$ cat src/rtl/spi_rd_pkg.sv
// Shared types and constants for the SPI flash line-fill read controller.
// Contents:
//   spi_rd_state_t : controller FSM states
//   OPC_READ       : plain read opcode (8'h03)
//   OPC_FAST       : fast read opcode (8'h0B)
//   DUMMY_BITS     : dummy SCLK periods issued after the address in fast-read builds
// Build option: define SPI_RD_FAST_EN to add the DUMMY state.
package spi_rd_pkg;

  typedef enum logic [2:0] {
    ST_IDLE,
    ST_CS_SETUP,
    ST_CMD,
    ST_ADDR,
`ifdef SPI_RD_FAST_EN
    ST_DUMMY,
`endif
    ST_DATA,
    ST_CS_HOLD
  } spi_rd_state_t;

  localparam logic [7:0] OPC_READ   = 8'h03;
  localparam logic [7:0] OPC_FAST   = 8'h0B;
  localparam int         DUMMY_BITS = 8;

endpackage

$ cat src/rtl/spi_rx_byte.sv
// 8-bit MSB-first deserializer for the SPI receive path.
// Ports:
//   clk      : clock
//   rst      : synchronous active-high reset
//   i_start  : clears the bit counter at the start of a transaction
//   i_sample : shift i_miso in on this cycle's clock edge
//   i_miso   : serial input bit
//   o_byte   : assembled byte, valid while o_done is high
//   o_done   : high for one cycle, the cycle after the 8th sample of a byte
module spi_rx_byte
  import spi_rd_pkg::*;
(
  input  logic       clk,
  input  logic       rst,
  input  logic       i_start,
  input  logic       i_sample,
  input  logic       i_miso,
  output logic [7:0] o_byte,
  output logic       o_done
);

  logic [7:0] r_shift;
  logic [2:0] r_cnt;
  logic       r_done;

  always_ff @(posedge clk) begin
    if (rst || i_start) begin
      r_cnt  <= '0;
      r_done <= 1'b0;
    end else begin
      r_done <= i_sample && (r_cnt == 3'd7);
      if (i_sample) r_cnt <= r_cnt + 3'd1;
    end
  end

  always_ff @(posedge clk) begin
    if (i_sample) r_shift <= {r_shift[6:0], i_miso};
  end

  assign o_byte = r_shift;
  assign o_done = r_done;

endmodule

$ cat src/rtl/spi_rd_ctrl.sv
// SPI mode-0 flash read controller for cache line fills. One accepted request
// runs opcode, address, [dummy], then LINE_BYTES data bytes, which are returned
// one per beat on the rsp_* stream. SCLK runs at clk/2 and the first rising
// edge of each data byte waits until the output register can take the byte.
// Ports:
//   clk, rst                       : clock, synchronous active-high reset
//   req_valid/req_ready/req_addr   : line-fill request, address captured on handshake
//   rsp_valid/rsp_ready/rsp_data   : returned data bytes in address order
//   rsp_last                       : marks the final byte of the line
//   busy                           : high whenever the FSM is not idle
//   spi_cs_n/spi_sclk/spi_mosi/spi_miso : SPI flash pins
// Build option: SPI_RD_FAST_EN selects CMD_FAST plus DUMMY_BITS dummy periods;
// otherwise CMD_READ is used with no dummy phase.
module spi_rd_ctrl
  import spi_rd_pkg::*;
#(
  parameter int         ADDR_W     = 24,
  parameter int         LINE_BYTES = 16,
  parameter logic [7:0] CMD_READ   = OPC_READ,
  parameter logic [7:0] CMD_FAST   = OPC_FAST
) (
  input  logic              clk,
  input  logic              rst,
  input  logic              req_valid,
  output logic              req_ready,
  input  logic [ADDR_W-1:0] req_addr,
  output logic              rsp_valid,
  input  logic              rsp_ready,
  output logic [7:0]        rsp_data,
  output logic              rsp_last,
  output logic              busy,
  output logic              spi_cs_n,
  output logic              spi_sclk,
  output logic              spi_mosi,
  input  logic              spi_miso
);

`ifdef SPI_RD_FAST_EN
  localparam bit FAST_EN = 1'b1;
`else
  localparam bit FAST_EN = 1'b0;
`endif

  localparam logic [7:0] OPCODE    = FAST_EN ? CMD_FAST : CMD_READ;
  localparam int         DATA_BITS = LINE_BYTES * 8;
  localparam int         TX_W      = 8 + ADDR_W;
  localparam int         MAX_BITS  = (DATA_BITS > TX_W) ? DATA_BITS : TX_W;
  localparam int         CNT_W     = $clog2(MAX_BITS) + 1;

  spi_rd_state_t    r_state, w_next;
  logic             r_phase;       // 0: SCLK low phase, 1: SCLK high phase
  logic [CNT_W-1:0] r_bit_cnt;     // bit index within the current state
  logic [TX_W-1:0]  r_tx;          // {opcode, address}, MSB shifted out first
  logic             r_mosi;
  logic [7:0]       r_rsp_data;
  logic             r_rsp_valid;
  logic             r_rsp_last;

  logic             w_bit_st;
  logic [CNT_W-1:0] w_last_idx;
  logic             w_stall, w_rise, w_fall, w_last_bit, w_start;
  logic [7:0]       w_rx_byte;
  logic             w_rx_done;

  assign req_ready = (r_state == ST_IDLE) && !r_rsp_valid;
  assign w_start   = req_valid && req_ready;

  always_comb begin
    w_next     = r_state;
    w_bit_st   = 1'b0;
    w_last_idx = CNT_W'(7);
    case (r_state)
      ST_CMD:   begin w_bit_st = 1'b1; w_last_idx = CNT_W'(7);           end
      ST_ADDR:  begin w_bit_st = 1'b1; w_last_idx = CNT_W'(ADDR_W - 1);  end
`ifdef SPI_RD_FAST_EN
      ST_DUMMY: begin w_bit_st = 1'b1; w_last_idx = CNT_W'(DUMMY_BITS - 1); end
`endif
      ST_DATA:  begin w_bit_st = 1'b1; w_last_idx = CNT_W'(DATA_BITS - 1); end
      default: ;
    endcase

    // Hold the first rising edge of a data byte while the previous byte is
    // still unaccepted, so a completed byte never overwrites the output.
    w_stall    = (r_state == ST_DATA) && (r_bit_cnt[2:0] == 3'd0) &&
                 r_rsp_valid && !rsp_ready;
    w_rise     = w_bit_st && !r_phase && !w_stall;
    w_fall     = w_bit_st && r_phase;
    w_last_bit = (r_bit_cnt == w_last_idx);

    case (r_state)
      ST_IDLE:     if (w_start) w_next = ST_CS_SETUP;
      ST_CS_SETUP: w_next = ST_CMD;
      ST_CMD:      if (w_fall && w_last_bit) w_next = ST_ADDR;
`ifdef SPI_RD_FAST_EN
      ST_ADDR:     if (w_fall && w_last_bit) w_next = ST_DUMMY;
      ST_DUMMY:    if (w_fall && w_last_bit) w_next = ST_DATA;
`else
      ST_ADDR:     if (w_fall && w_last_bit) w_next = ST_DATA;
`endif
      ST_DATA:     if (w_fall && w_last_bit) w_next = ST_CS_HOLD;
      ST_CS_HOLD:  w_next = ST_IDLE;
      default:     w_next = ST_IDLE;
    endcase
  end

  always_ff @(posedge clk) begin
    if (rst) begin
      r_state   <= ST_IDLE;
      r_phase   <= 1'b0;
      r_bit_cnt <= '0;
      r_mosi    <= 1'b0;
    end else begin
      r_state <= w_next;
      if (w_rise)      r_phase <= 1'b1;
      else if (w_fall) r_phase <= 1'b0;
      if (w_start)     r_bit_cnt <= '0;
      else if (w_fall) r_bit_cnt <= w_last_bit ? '0 : r_bit_cnt + CNT_W'(1);
      // MOSI moves on the falling edge; the next bit is the one just below the
      // current MSB, and CMD/ADDR are contiguous in r_tx.
      if (w_start)     r_mosi <= OPCODE[7];
      else if (w_fall) r_mosi <= ((w_next == ST_CMD) || (w_next == ST_ADDR)) ?
                                 r_tx[TX_W-2] : 1'b0;
    end
  end

  always_ff @(posedge clk) begin
    if (w_start)
      r_tx <= {OPCODE, req_addr};
    else if (w_fall && ((r_state == ST_CMD) || (r_state == ST_ADDR)))
      r_tx <= {r_tx[TX_W-2:0], 1'b0};
  end

  spi_rx_byte u_rx (
    .clk      (clk),
    .rst      (rst),
    .i_start  (w_start),
    .i_sample (w_rise && (r_state == ST_DATA)),
    .i_miso   (spi_miso),
    .o_byte   (w_rx_byte),
    .o_done   (w_rx_done)
  );

  // Byte completion is reported during the high phase of its 8th bit, before
  // r_bit_cnt advances, so the counter still identifies the final byte.
  always_ff @(posedge clk) begin
    if (rst) begin
      r_rsp_valid <= 1'b0;
      r_rsp_last  <= 1'b0;
      r_rsp_data  <= '0;
    end else if (w_rx_done) begin
      r_rsp_valid <= 1'b1;
      r_rsp_last  <= (r_bit_cnt == CNT_W'(DATA_BITS - 1));
      r_rsp_data  <= w_rx_byte;
    end else if (r_rsp_valid && rsp_ready) begin
      r_rsp_valid <= 1'b0;
      r_rsp_last  <= 1'b0;
      r_rsp_data  <= '0;
    end
  end

  assign rsp_valid = r_rsp_valid;
  assign rsp_data  = r_rsp_data;
  assign rsp_last  = r_rsp_last;
  assign busy      = (r_state != ST_IDLE);
  assign spi_cs_n  = (r_state == ST_IDLE);
  assign spi_sclk  = r_phase;
  assign spi_mosi  = r_mosi;

endmodule

$ cat config.mk
export PLATFORM = sky130hd
export DESIGN_NAME = spi_rd_ctrl
export DESIGN_NICKNAME = d
export VERILOG_FILES = /design/src/rtl/spi_rd_pkg.sv /design/src/rtl/spi_rx_byte.sv /design/src/rtl/spi_rd_ctrl.sv
export SDC_FILE = /design/constraint.sdc
export NUM_CORES = 1
export LEC_CHECK = 0
export CAP_MARGIN = 10
export CORE_MARGIN = 10
export CORE_UTILIZATION = 42
export DETAILED_ROUTE_END_ITERATION = 12
export PLACE_DENSITY = 0.71
export SLEW_MARGIN = 10
export SYNTH_ARGS = -nofsm -noshare
export SYNTH_HDL_FRONTEND = slang
export SYNTH_SLANG_ARGS = --single-unit
$ cat constraint.sdc
create_clock -name clk -period 4.2 [get_ports clk]
set_input_delay 0.84 -clock clk [delete_from_list [all_inputs] [get_ports clk]]
set_output_delay 0.84 -clock clk [all_outputs]
set_load 0.02 [all_outputs]
==> metrics.yaml, run 1 <==
clocking:
  clockBufferDepth: 2
  clkSinkCount: 66
  cts.repair.resized: 0
  cts_root_buf: "clkbuf_8"
  cts_made_buffers: 9
  postCtsSetupBuffers: 0
  h-tree-depth: 3
  clkSlewWorstSetupHoldPaths_ns: 0.06
  cts_tree: "done"
  cts_hold_buf: 0
  worstSkewPairLatency_ns: 0.34
synth:
  postSynthCellCount: 273
  ys.warnings.count: 0
  synth_area_per_cell_sq_um: 9.87
  synth_seq_area_share: 0.609
  yosys.cell_types.count: 36
  synthesis.area_sq_mm: 0.00270
  ys_ff_latch: 66
  synthesis.nets: 306
pwr:
  leakage_nw: 1.29
  power_density_mw_per_mm2: 420
  power_mw: 1.42
  ir_drop_v: 0.000236
die:
  fp.dieW_microns: 100
  num_rows: 29
  io_pins: 44
  design.die.area_sq_mm: 0.0100
  initial_utilization: 0.429
  die_h_microns: 100
  fp.coreArea_sq_mm: 0.00628
critical_path:
  critPathBufInv: 1
  end_kind: "primary output"
  path_class: "register to primary output"
  worstSetupStartpointType: "register"
  worstPathCellList: "nor4_1 -> clkdlybuf4s50_1"
  crit_path_max_fanout: 9
  cp.arrival_ns: 2.09
  worst_ep_required_time_ns: 3.36
  crit_family: "buffers and inverters"
  crit_slowest_cell: "clkdlybuf4s50_1"
  max_stage_delay_ns: 0.74
detailed_routing:
  via_count: 1978
  first_pass_iters: 4
  avgViaCountPerCell: 4.92
  remaining_drc_errors: 0
  drtIter0Drc: 69
  avgRoutedWirePerCell_microns: 13.7
  routed_wl_mm: 5.52
  ant_nets: 0
timing:
  fin_crit_sh: 0.699
  min_period_ns: 2.93
  slew_violations: 0
  fin_skew_ns: 0.0139
  slew_headroom: 0.392
  setup_viol: 0
  hold_slack_ns: 0.455
  hold_viol_final: 0
  tightest_slew_ns: 0.906
  setup-tns-final_ns: 0
  rsz0062_at_grt: "no"
  max_freq_ghz: 0.341
grt:
  grtUsageTotal: 0.111
  grt_max_degree: 28
  grt_pass1_wl_mm: 9.08
  antenna_found_initial: 0
  grt_pass1_vias: 1878
  grt_overflow: 0
hold_path:
  min_path_type: "register to register"
layout:
  layout-drive-gt1-share: 0.0708
  nets: 353
  syn_to_final_growth_pct: 25.7
  antenna_cells: 0
  stdcell_count: 402
placement:
  portBuffers: 43
  dp.cells: 386
  dp_hpwl_mm: 3.95
  gp_congestion: 0.870
outcome:
  outcome: "complete, no violations"
flow_run:
  drv_cap: 0
-- synth_stat cells (all sizes together) --
cell    instances  area share
a21o            1      0.0028
a21oi          10       0.019
a221oi          1      0.0033
a22oi           8       0.022
and2            2      0.0046
and3            3      0.0070
buf             4      0.0074
clkbuf          6      0.0084
dfxtp          34        0.25
edfxtp         32        0.36
ha              4       0.019
inv             4      0.0056
mux2i           3       0.011
nand2          92        0.13
nand2b          3      0.0070
nand3           7       0.013
nand4           2      0.0046
nor2           24       0.033
nor2b           1      0.0051
nor3            8       0.017
nor3b           2      0.0074
nor4            2      0.0046
o21a            1      0.0028
o21ai           2      0.0051
o21ba           1      0.0037
o31ai           2      0.0074
or2             1      0.0023
or3             2      0.0046
or3b            1      0.0033
or4             1      0.0028
xnor2           7       0.023
xor2            2      0.0065
-- final timing paths --
kind / startpoint / cells past startpoint / to / slack [ns]
setup / recovery: r_state[0] / 2 / req_ready / 1.27
hold / removal: r_tx[27] / 2 / r_tx[28] / 0.45
setup reg to reg: r_state[0] / 5 / r_tx[0] / 1.81
hold reg to reg: r_tx[27] / 2 / r_tx[28] / 0.45
-- sequential cells by signal, summed over array words and instances, names as in the netlist, 3 cells and up --
name         cells
r_bit_cnt        8
r_state          3
r_tx            31
rsp_data         8
u_rx.o_byte      8
u_rx.r_cnt       3
-- power breakdown --
group	internal [mW]	switching [mW]
clock	0.269	0.228
sequential	0.735	0.0192
combinational	0.0728	0.0996
-- cells in the final DEF (no fill, tap or decap), types with 2 or more instances in the layout --
cell type and count:
clkbuf_8 9, clkinv_1 2, nor4_1 2, ha_1 4, mux2i_1 3, or3_1 2
dfxtp_1 34, clkdlybuf4s50_1 43, a22oi_1 8, buf_4 3, nand3_1 7, nand2b_1 3
edfxtp_1 32, and3_1 3, nor3_1 7, a21oi_1 10, and2_1 2, nand2_1 92
clkinvlp_4 2, xor2_1 2, nor2_1 24, xnor2_1 7, nand4_1 2, inv_1 4
-- kinds of logic after synthesis --
| family | Yosys count | share of synthesized area |
|---|---|---|
| XOR/XNOR | 9 | 0.0292 |
| AND/OR/NAND/NOR | 151 | 0.245 |
| AO/OA/AOI/OAI | 26 | 0.0659 |
| flip-flops | 66 | 0.609 |
| buffers and inverters | 14 | 0.0214 |
| adder cells (fa/ha/maj) | 4 | 0.0186 |
| multiplexers | 3 | 0.0111 |
-- area by class of cell --
type / count / area, sq um
fill: 569 / 2890
sequential: 66 / 1640
multi-input combinational: 193 / 996
timing repair buffer: 46 / 453
clock buffer: 10 / 128
tap: 77 / 96.3
clock inverter: 6 / 57.6
inverter: 4 / 15.0
-- layer usage --
layer / vias up / global-route usage / part of all wire
met3: 2 / 0.0398 / 0.079
met1: 904 / 0.147 / 0.49
met2: 53 / 0.157 / 0.43
met4: 0 / 0.0522 / 0.0034
li1: 1019 / - / -
met5: - / 0 / 0
-- worst reg2reg max path, delay by kind of cell, from the launching register on --
kind	cells	cell delay [ns]
buffers and inverters	2	0.55
DFF	1	0.38
and+or+nand+nor	3	1.16
-- metrics by stage --
step,instance area (sq um),utilization,setup WS [ns]
final,3390,0.540,1.27
after global routing,3390,0.540,1.06
after floorplan,2700,-,1.35
after global placement,3200,0.510,1.56
after CTS,3390,0.540,1.24
after detailed placement,3200,0.510,1.51
No activity file was read; power rests on OpenSTA's default activity.
==> run 2: changes to the inputs <==
--- a/config.mk
+++ b/config.mk
@@ -9,7 +9,7 @@
 export CORE_MARGIN = 10
 export CORE_UTILIZATION = 42
 export DETAILED_ROUTE_END_ITERATION = 12
-export PLACE_DENSITY = 0.71
+export PLACE_DENSITY = 0.74
 export SLEW_MARGIN = 10
 export SYNTH_ARGS = -nofsm -noshare
 export SYNTH_HDL_FRONTEND = slang
==> constraint.sdc (replaced) <==
create_clock -name clk -period 2.6 [get_ports clk]
set_input_delay 0.52 -clock clk [delete_from_list [all_inputs] [get_ports clk]]
set_output_delay 0.52 -clock clk [all_outputs]
set_load 0.02 [all_outputs]
==> metrics.yaml, run 2 (synthesis gave the netlist of run 1 again) <==
outcome:
  outcome: "complete, no violations"  # unchanged
critical_path:
  max_stage_delay_ns: 0.69  # was 0.74 ns
  rrSetupSlack_ns: 0.53  # was 1.81 ns
  path_class: "register to primary output"  # unchanged
  critPathBufInv: 1  # unchanged
  end_kind: "primary output"  # unchanged
  worstSetupStartpointType: "register"  # unchanged
  crit_slowest_cell: "clkdlybuf4s50_1"  # unchanged
  r2r-start: "r_state[2]"  # was r_state[0]
  worstPathCellList: "nor4_2 -> clkdlybuf4s50_1"  # was nor4_1 -> clkdlybuf4s50_1
  worst_ep_required_time_ns: 2.08  # was 3.36 ns
  worst_r2r_endpoint: "u_rx.r_cnt[1]"  # was r_tx[0]
  cp.arrival_ns: 1.86  # was 2.09 ns
  ff2ff_path_depth: 4  # was 5
  crit_family: "buffers and inverters"  # unchanged
  crit_path_max_fanout: 9  # unchanged
pwr:
  power.share.switching: 0.232  # was 0.244
  combPwrFrac: 0.118  # was 0.121
  leakage_nw: 1.31  # was 1.29 nW
  power.share.sequential: 0.521  # was 0.530
  power_mw: 2.34  # was 1.42 mW
  power_density_mw_per_mm2: 686  # was 420 mW/mm^2
  ir_drop_v: 0.000349  # was 0.000236 V
  clkPwrFrac: 0.361  # was 0.349
  p_switching_uw: 543  # was 347 uW
  p_int_mw: 1.80  # was 1.08 mW
placement:
  dp_hpwl_mm: 3.82  # was 3.95 mm
  portBuffers: 43  # unchanged
  gp_congestion: 0.810  # was 0.870
detailed_routing:
  avgRoutedWirePerCell_microns: 13.4  # was 13.7 microns
  drtIter0Drc: 62  # was 69
  remaining_drc_errors: 0  # unchanged
  avgViaCountPerCell: 4.95  # was 4.92
  ant_nets: 0  # unchanged
  routed_wl_mm: 5.39  # was 5.52 mm
  first_pass_iters: 4  # unchanged
  via_count: 1996  # was 1978
layout:
  fillerInstances: 554  # was 569
  layout-drive-gt1-share: 0.0767  # was 0.0708
  regMostFlops: "r_tx"  # unchanged
  final_common_cell: "nand2_1"  # unchanged
  layout_common_cells: "nand2_1, clkdlybuf4s50_1, dfxtp_1, edfxtp_1, nor2_1"  # unchanged
  antenna_cells: 0  # unchanged
  syn_to_final_growth_pct: 26.6  # was 25.7%
  largest_reg_flops: 31  # unchanged
  nets: 354  # was 353
timing:
  setup-tns-final_ns: 0  # unchanged
  setup_viol: 0  # unchanged
  max_freq_ghz: 0.421
  hold_viol_final: 0  # unchanged
  min_period_ns: 2.38
  slew_violations: 0  # unchanged
  slew_headroom: 0.406  # was 0.392
  fin_skew_ns: 0.00687  # was 0.0139 ns
  rsz0062_at_grt: "no"  # unchanged
  fin_crit_sh: 0.914
  tightest_slew_ns: 0.887  # was 0.906 ns
clocking:
  clkSlewWorstSetupHoldPaths_ns: 0.06  # about the same
  clockBufferDepth: 2  # unchanged
  worstSkewPairLatency_ns: 0.33  # was 0.34 ns
  cts_hold_buf: 0  # unchanged
  cts_made_buffers: 9  # unchanged
  cts.repair.resized: 0  # unchanged
  postCtsSetupBuffers: 0  # unchanged
  cts_tree: "done"  # unchanged
  cts_root_buf: "clkbuf_8"  # unchanged
  h-tree-depth: 3  # unchanged
  clkSinkCount: 66  # unchanged
die:
  design.die.area_sq_mm: 0.0100  # unchanged
  die_h_microns: 100  # unchanged
  fp.dieW_microns: 100  # unchanged
  initial_utilization: 0.429  # unchanged
  fp.coreArea_sq_mm: 0.00628  # unchanged
  num_rows: 29  # unchanged
  io_pins: 44  # unchanged
grt:
  antenna_found_initial: 0  # unchanged
  grt_pass1_wl_mm: 9.11  # was 9.08 mm
  grt_overflow: 0  # unchanged
  grtUsageTotal: 0.112  # was 0.111
  grt_pass1_vias: 1945  # was 1878
  grt_max_degree: 27  # was 28
hold_path:
  min_from: "rsp_last"  # was r_tx[27]
  min_path_type: "register to register"  # unchanged
  hold_depth: 2  # unchanged
  min_to: "rsp_last"  # was r_tx[28]
flow_run:
  drv_cap: 0  # unchanged
run 2: changes by cell type in the layout (fill, tap and decap cells not counted):
cell        change
clkinv_1        -1
clkinvlp_4      -2
nor4_1          -1
buf_4           +1
nor4_2          +1
clkbuf_8        +2
clkbuf_1        +1
run 2: worst max path at each step:
stage,start,end,slack (ns),cells past startpoint
floorplan,r_state[0],r_tx[0],0.1,5
global placement,rsp_ready,u_rx.r_cnt[1],0.29,6
detailed placement,rsp_ready,u_rx.r_cnt[1],0.20,6
finish,r_state[0],req_ready,0.22,2
CTS,r_state[0],req_ready,0.17,2
global route,r_state[0],req_ready,0.13,2
run 2: layout make-up:
cell class | count | area, sq um | area share
Clock buffer | 13 | 159 | 0.0466
Clock inverter | 3 | 38.8 | 0.0114
Inverter | 4 | 15.0 | 0.00440
Multi-Input combinational cell | 193 | 1000 | 0.294
Sequential cell | 66 | 1640 | 0.481
Tap cell | 77 | 96.3 | 0.0282
Timing Repair Buffer | 47 | 460 | 0.135
run 2: worst reg2reg max path: stages (launching register included):
cell and delay (ns):
dfxtp_1 0.47, or3b_1 0.46, nor3_2 0.70, mux2i_1 0.28, nor2_1 0.06
run 2: per-stage QoR:
| step | hold slack, ns | instance area [sq um] | std cells | worst slack [ns] | utilization |
|---|---|---|---|---|---|
| after floorplan | 0.427 | 2700 | 273 | 0.0994 | - |
| after global placement | 0.437 | 3220 | 387 | 0.294 | 0.512 |
| after detailed placement | 0.444 | 3220 | 387 | 0.197 | 0.512 |
| after CTS | 0.462 | 3410 | 403 | 0.175 | 0.544 |
| after global routing | 0.475 | 3410 | 403 | 0.133 | 0.544 |
| final | 0.457 | 3410 | 403 | 0.223 | 0.544 |
run 2: layer usage:
metal	GRT usage	wire [microns]	up-vias
met3	0.0426	383	11
li1	-	-	1024
met5	0	0	-
met4	0.0554	103	0
met2	0.167	2360	42
met1	0.138	2540	919
run 2: power groups by stage:
| stage | clock network (mW) | logic (mW) | registers, mW |
|---|---|---|---|
| floorplan | 0 | 0.172 | 1.23 |
| global placement | 0 | 0.277 | 1.24 |
| detailed placement | 0 | 0.283 | 1.24 |
| CTS | 0.867 | 0.286 | 1.22 |
| global route | 0.913 | 0.317 | 1.22 |
| finish | 0.845 | 0.277 | 1.22 |
==> run 3: changes to the inputs <==
--- a/config.mk
+++ b/config.mk
@@ -7,9 +7,9 @@
 export LEC_CHECK = 0
 export CAP_MARGIN = 10
 export CORE_MARGIN = 10
-export CORE_UTILIZATION = 42
+export CORE_UTILIZATION = 45
 export DETAILED_ROUTE_END_ITERATION = 12
-export PLACE_DENSITY = 0.74
+export PLACE_DENSITY = 0.78
 export SLEW_MARGIN = 10
 export SYNTH_ARGS = -nofsm -noshare
 export SYNTH_HDL_FRONTEND = slang
==> metrics.yaml, run 3 (synthesis gave the netlist of run 1 again) <==
pwr:
  ir_drop_v: 0.000355  # was 0.000349 V
  leakage_nw: 1.30  # was 1.31 nW
  power_density_mw_per_mm2: 654  # was 686 mW/mm^2
detailed_routing:
  first_pass_iters: 4  # unchanged
  remaining_drc_errors: 0  # unchanged
  drtIter0Drc: 55  # was 62
  routed_wl_mm: 5.54  # was 5.39 mm
  avgRoutedWirePerCell_microns: 13.8  # was 13.4 microns
  avgViaCountPerCell: 4.97  # was 4.95
  via_count: 1998  # was 1996
  ant_nets: 0  # unchanged
critical_path:
  r2r-start: "r_state[2]"  # unchanged
  end_kind: "primary output"  # unchanged
  path_class: "register to primary output"  # unchanged
  worst_ep_required_time_ns: 2.08  # about the same
  cp.arrival_ns: 1.87  # was 1.86 ns
  worst_r2r_endpoint: "u_rx.r_cnt[1]"  # unchanged
  crit_path_max_fanout: 9  # unchanged
  worstSetupStartpointType: "register"  # unchanged
  rrSetupSlack_ns: 0.49  # was 0.53 ns
  ff2ff_path_depth: 4  # unchanged
flow_run:
  drv_cap: 0  # unchanged
layout:
  layout-drive-gt1-share: 0.0856  # was 0.0767
  largest_reg_flops: 31  # unchanged
  syn_to_final_growth_pct: 25.5  # was 26.6%
  regMostFlops: "r_tx"  # unchanged
  antenna_cells: 0  # unchanged
  layout_common_cells: "nand2_1, clkdlybuf4s50_1, dfxtp_1, edfxtp_1, nor2_1"  # unchanged
  nets: 355  # was 354
  final_common_cell: "nand2_1"  # unchanged
grt:
  grt_max_degree: 25  # was 27
  grt_pass1_vias: 2005  # was 1945
  antenna_found_initial: 0  # unchanged
  grt_overflow: 0  # unchanged
  grtUsageTotal: 0.122  # was 0.112
  grt_pass1_wl_mm: 9.48  # was 9.11 mm
timing:
  fin_crit_sh: 0.918  # was 0.914
  setup-tns-final_ns: 0  # unchanged
  tightest_slew_ns: 0.910  # was 0.887 ns
  slew_headroom: 0.390  # was 0.406
  worst_slack_ns: 0.213  # was 0.223 ns
  setup_viol: 0  # unchanged
  min_period_ns: 2.39  # was 2.38 ns
  hold_slack_ns: 0.457  # about the same
  fin_skew_ns: 0.00718  # was 0.00687 ns
  hold_viol_final: 0  # unchanged
  max_freq_ghz: 0.419  # was 0.421 GHz
  slew_violations: 0  # unchanged
  rsz0062_at_grt: "no"  # unchanged
hold_path:
  min_path_type: "register to register"  # unchanged
  hold_depth: 2  # unchanged
  min_to: "rsp_last"  # unchanged
  min_from: "rsp_last"  # unchanged
die:
  design.die.area_sq_mm: 0.00948  # was 0.0100 sq mm
  fp.coreArea_sq_mm: 0.00585  # was 0.00628 sq mm
  num_rows: 28  # was 29
  initial_utilization: 0.461  # was 0.429
  die_h_microns: 97.4  # was 100 microns
  fp.dieW_microns: 97.4  # was 100 microns
  io_pins: 44  # unchanged
clocking:
  cts_root_buf: "clkbuf_8"  # unchanged
  clockBufferDepth: 2  # unchanged
  cts.repair.resized: 0  # unchanged
  cts_hold_buf: 0  # unchanged
  cts_made_buffers: 9  # unchanged
  postCtsSetupBuffers: 0  # unchanged
  clkSlewWorstSetupHoldPaths_ns: 0.07  # was 0.06 ns
  worstSkewPairLatency_ns: 0.34  # was 0.33 ns
  cts_tree: "done"  # unchanged
  h-tree-depth: 3  # unchanged
  clkSinkCount: 66  # unchanged
outcome:
  outcome: "complete, no violations"  # unchanged
placement:
  dp_hpwl_mm: 3.96  # was 3.82 mm
  place_ws_ns: 0.184  # was 0.197 ns
  portBuffers: 43  # unchanged
  gp_congestion: 0.833  # was 0.810
[run 3: final cells by class]
cell class / instances / area, sq um
clock buffer: 10 / 128
clock inverter: 6 / 33.8
fill: 501 / 2470
inverter: 4 / 15.0
multi-input combinational: 193 / 1000
sequential: 66 / 1640
tap: 75 / 93.8
timing repair buffer: 48 / 468
[run 3: metal layers]
metal  global-route usage  wire, microns
met1                0.148           2610
met2                0.180           2480
met3               0.0498            382
met4               0.0638             72
met5                    0              0
[run 3: stage by stage]
| step | total power [mW] | utilization | cells | instance area, sq um |
|---|---|---|---|---|
| final | 2.21 | 0.578 | 402 | 3380 |
| after global routing | 2.33 | 0.578 | 402 | 3380 |
| after CTS | 2.25 | 0.578 | 402 | 3380 |
| after detailed placement | 1.53 | 0.550 | 386 | 3220 |
| after global placement | 1.52 | 0.550 | 386 | 3220 |
| after floorplan | 1.40 | - | 273 | 2700 |
[run 3: critical path: stages (launching register included)]
cell and delay, ns:
dfxtp_1 0.40, nor4_2 0.40, clkdlybuf4s50_1 0.73
[run 3: worst max-delay path by stage]
stage	startpoint	end	slack [ns]	cells after the start
floorplan	r_state[0]	r_tx[0]	0.1	5
global placement	rsp_ready	u_rx.r_cnt[2]	0.31	6
detailed placement	rsp_ready	u_rx.r_cnt[1]	0.18	6
CTS	r_state[0]	req_ready	0.18	2
global route	r_state[0]	req_ready	0.08	2
finish	r_state[0]	req_ready	0.21	2
[run 3: where the power goes]
part	internal, mW	total (mW)	switching [mW]
sequential	1.19	1.22	0.0321
clock	0.339	0.708	0.369
combinational	0.123	0.285	0.162
total	1.65	2.21	0.563
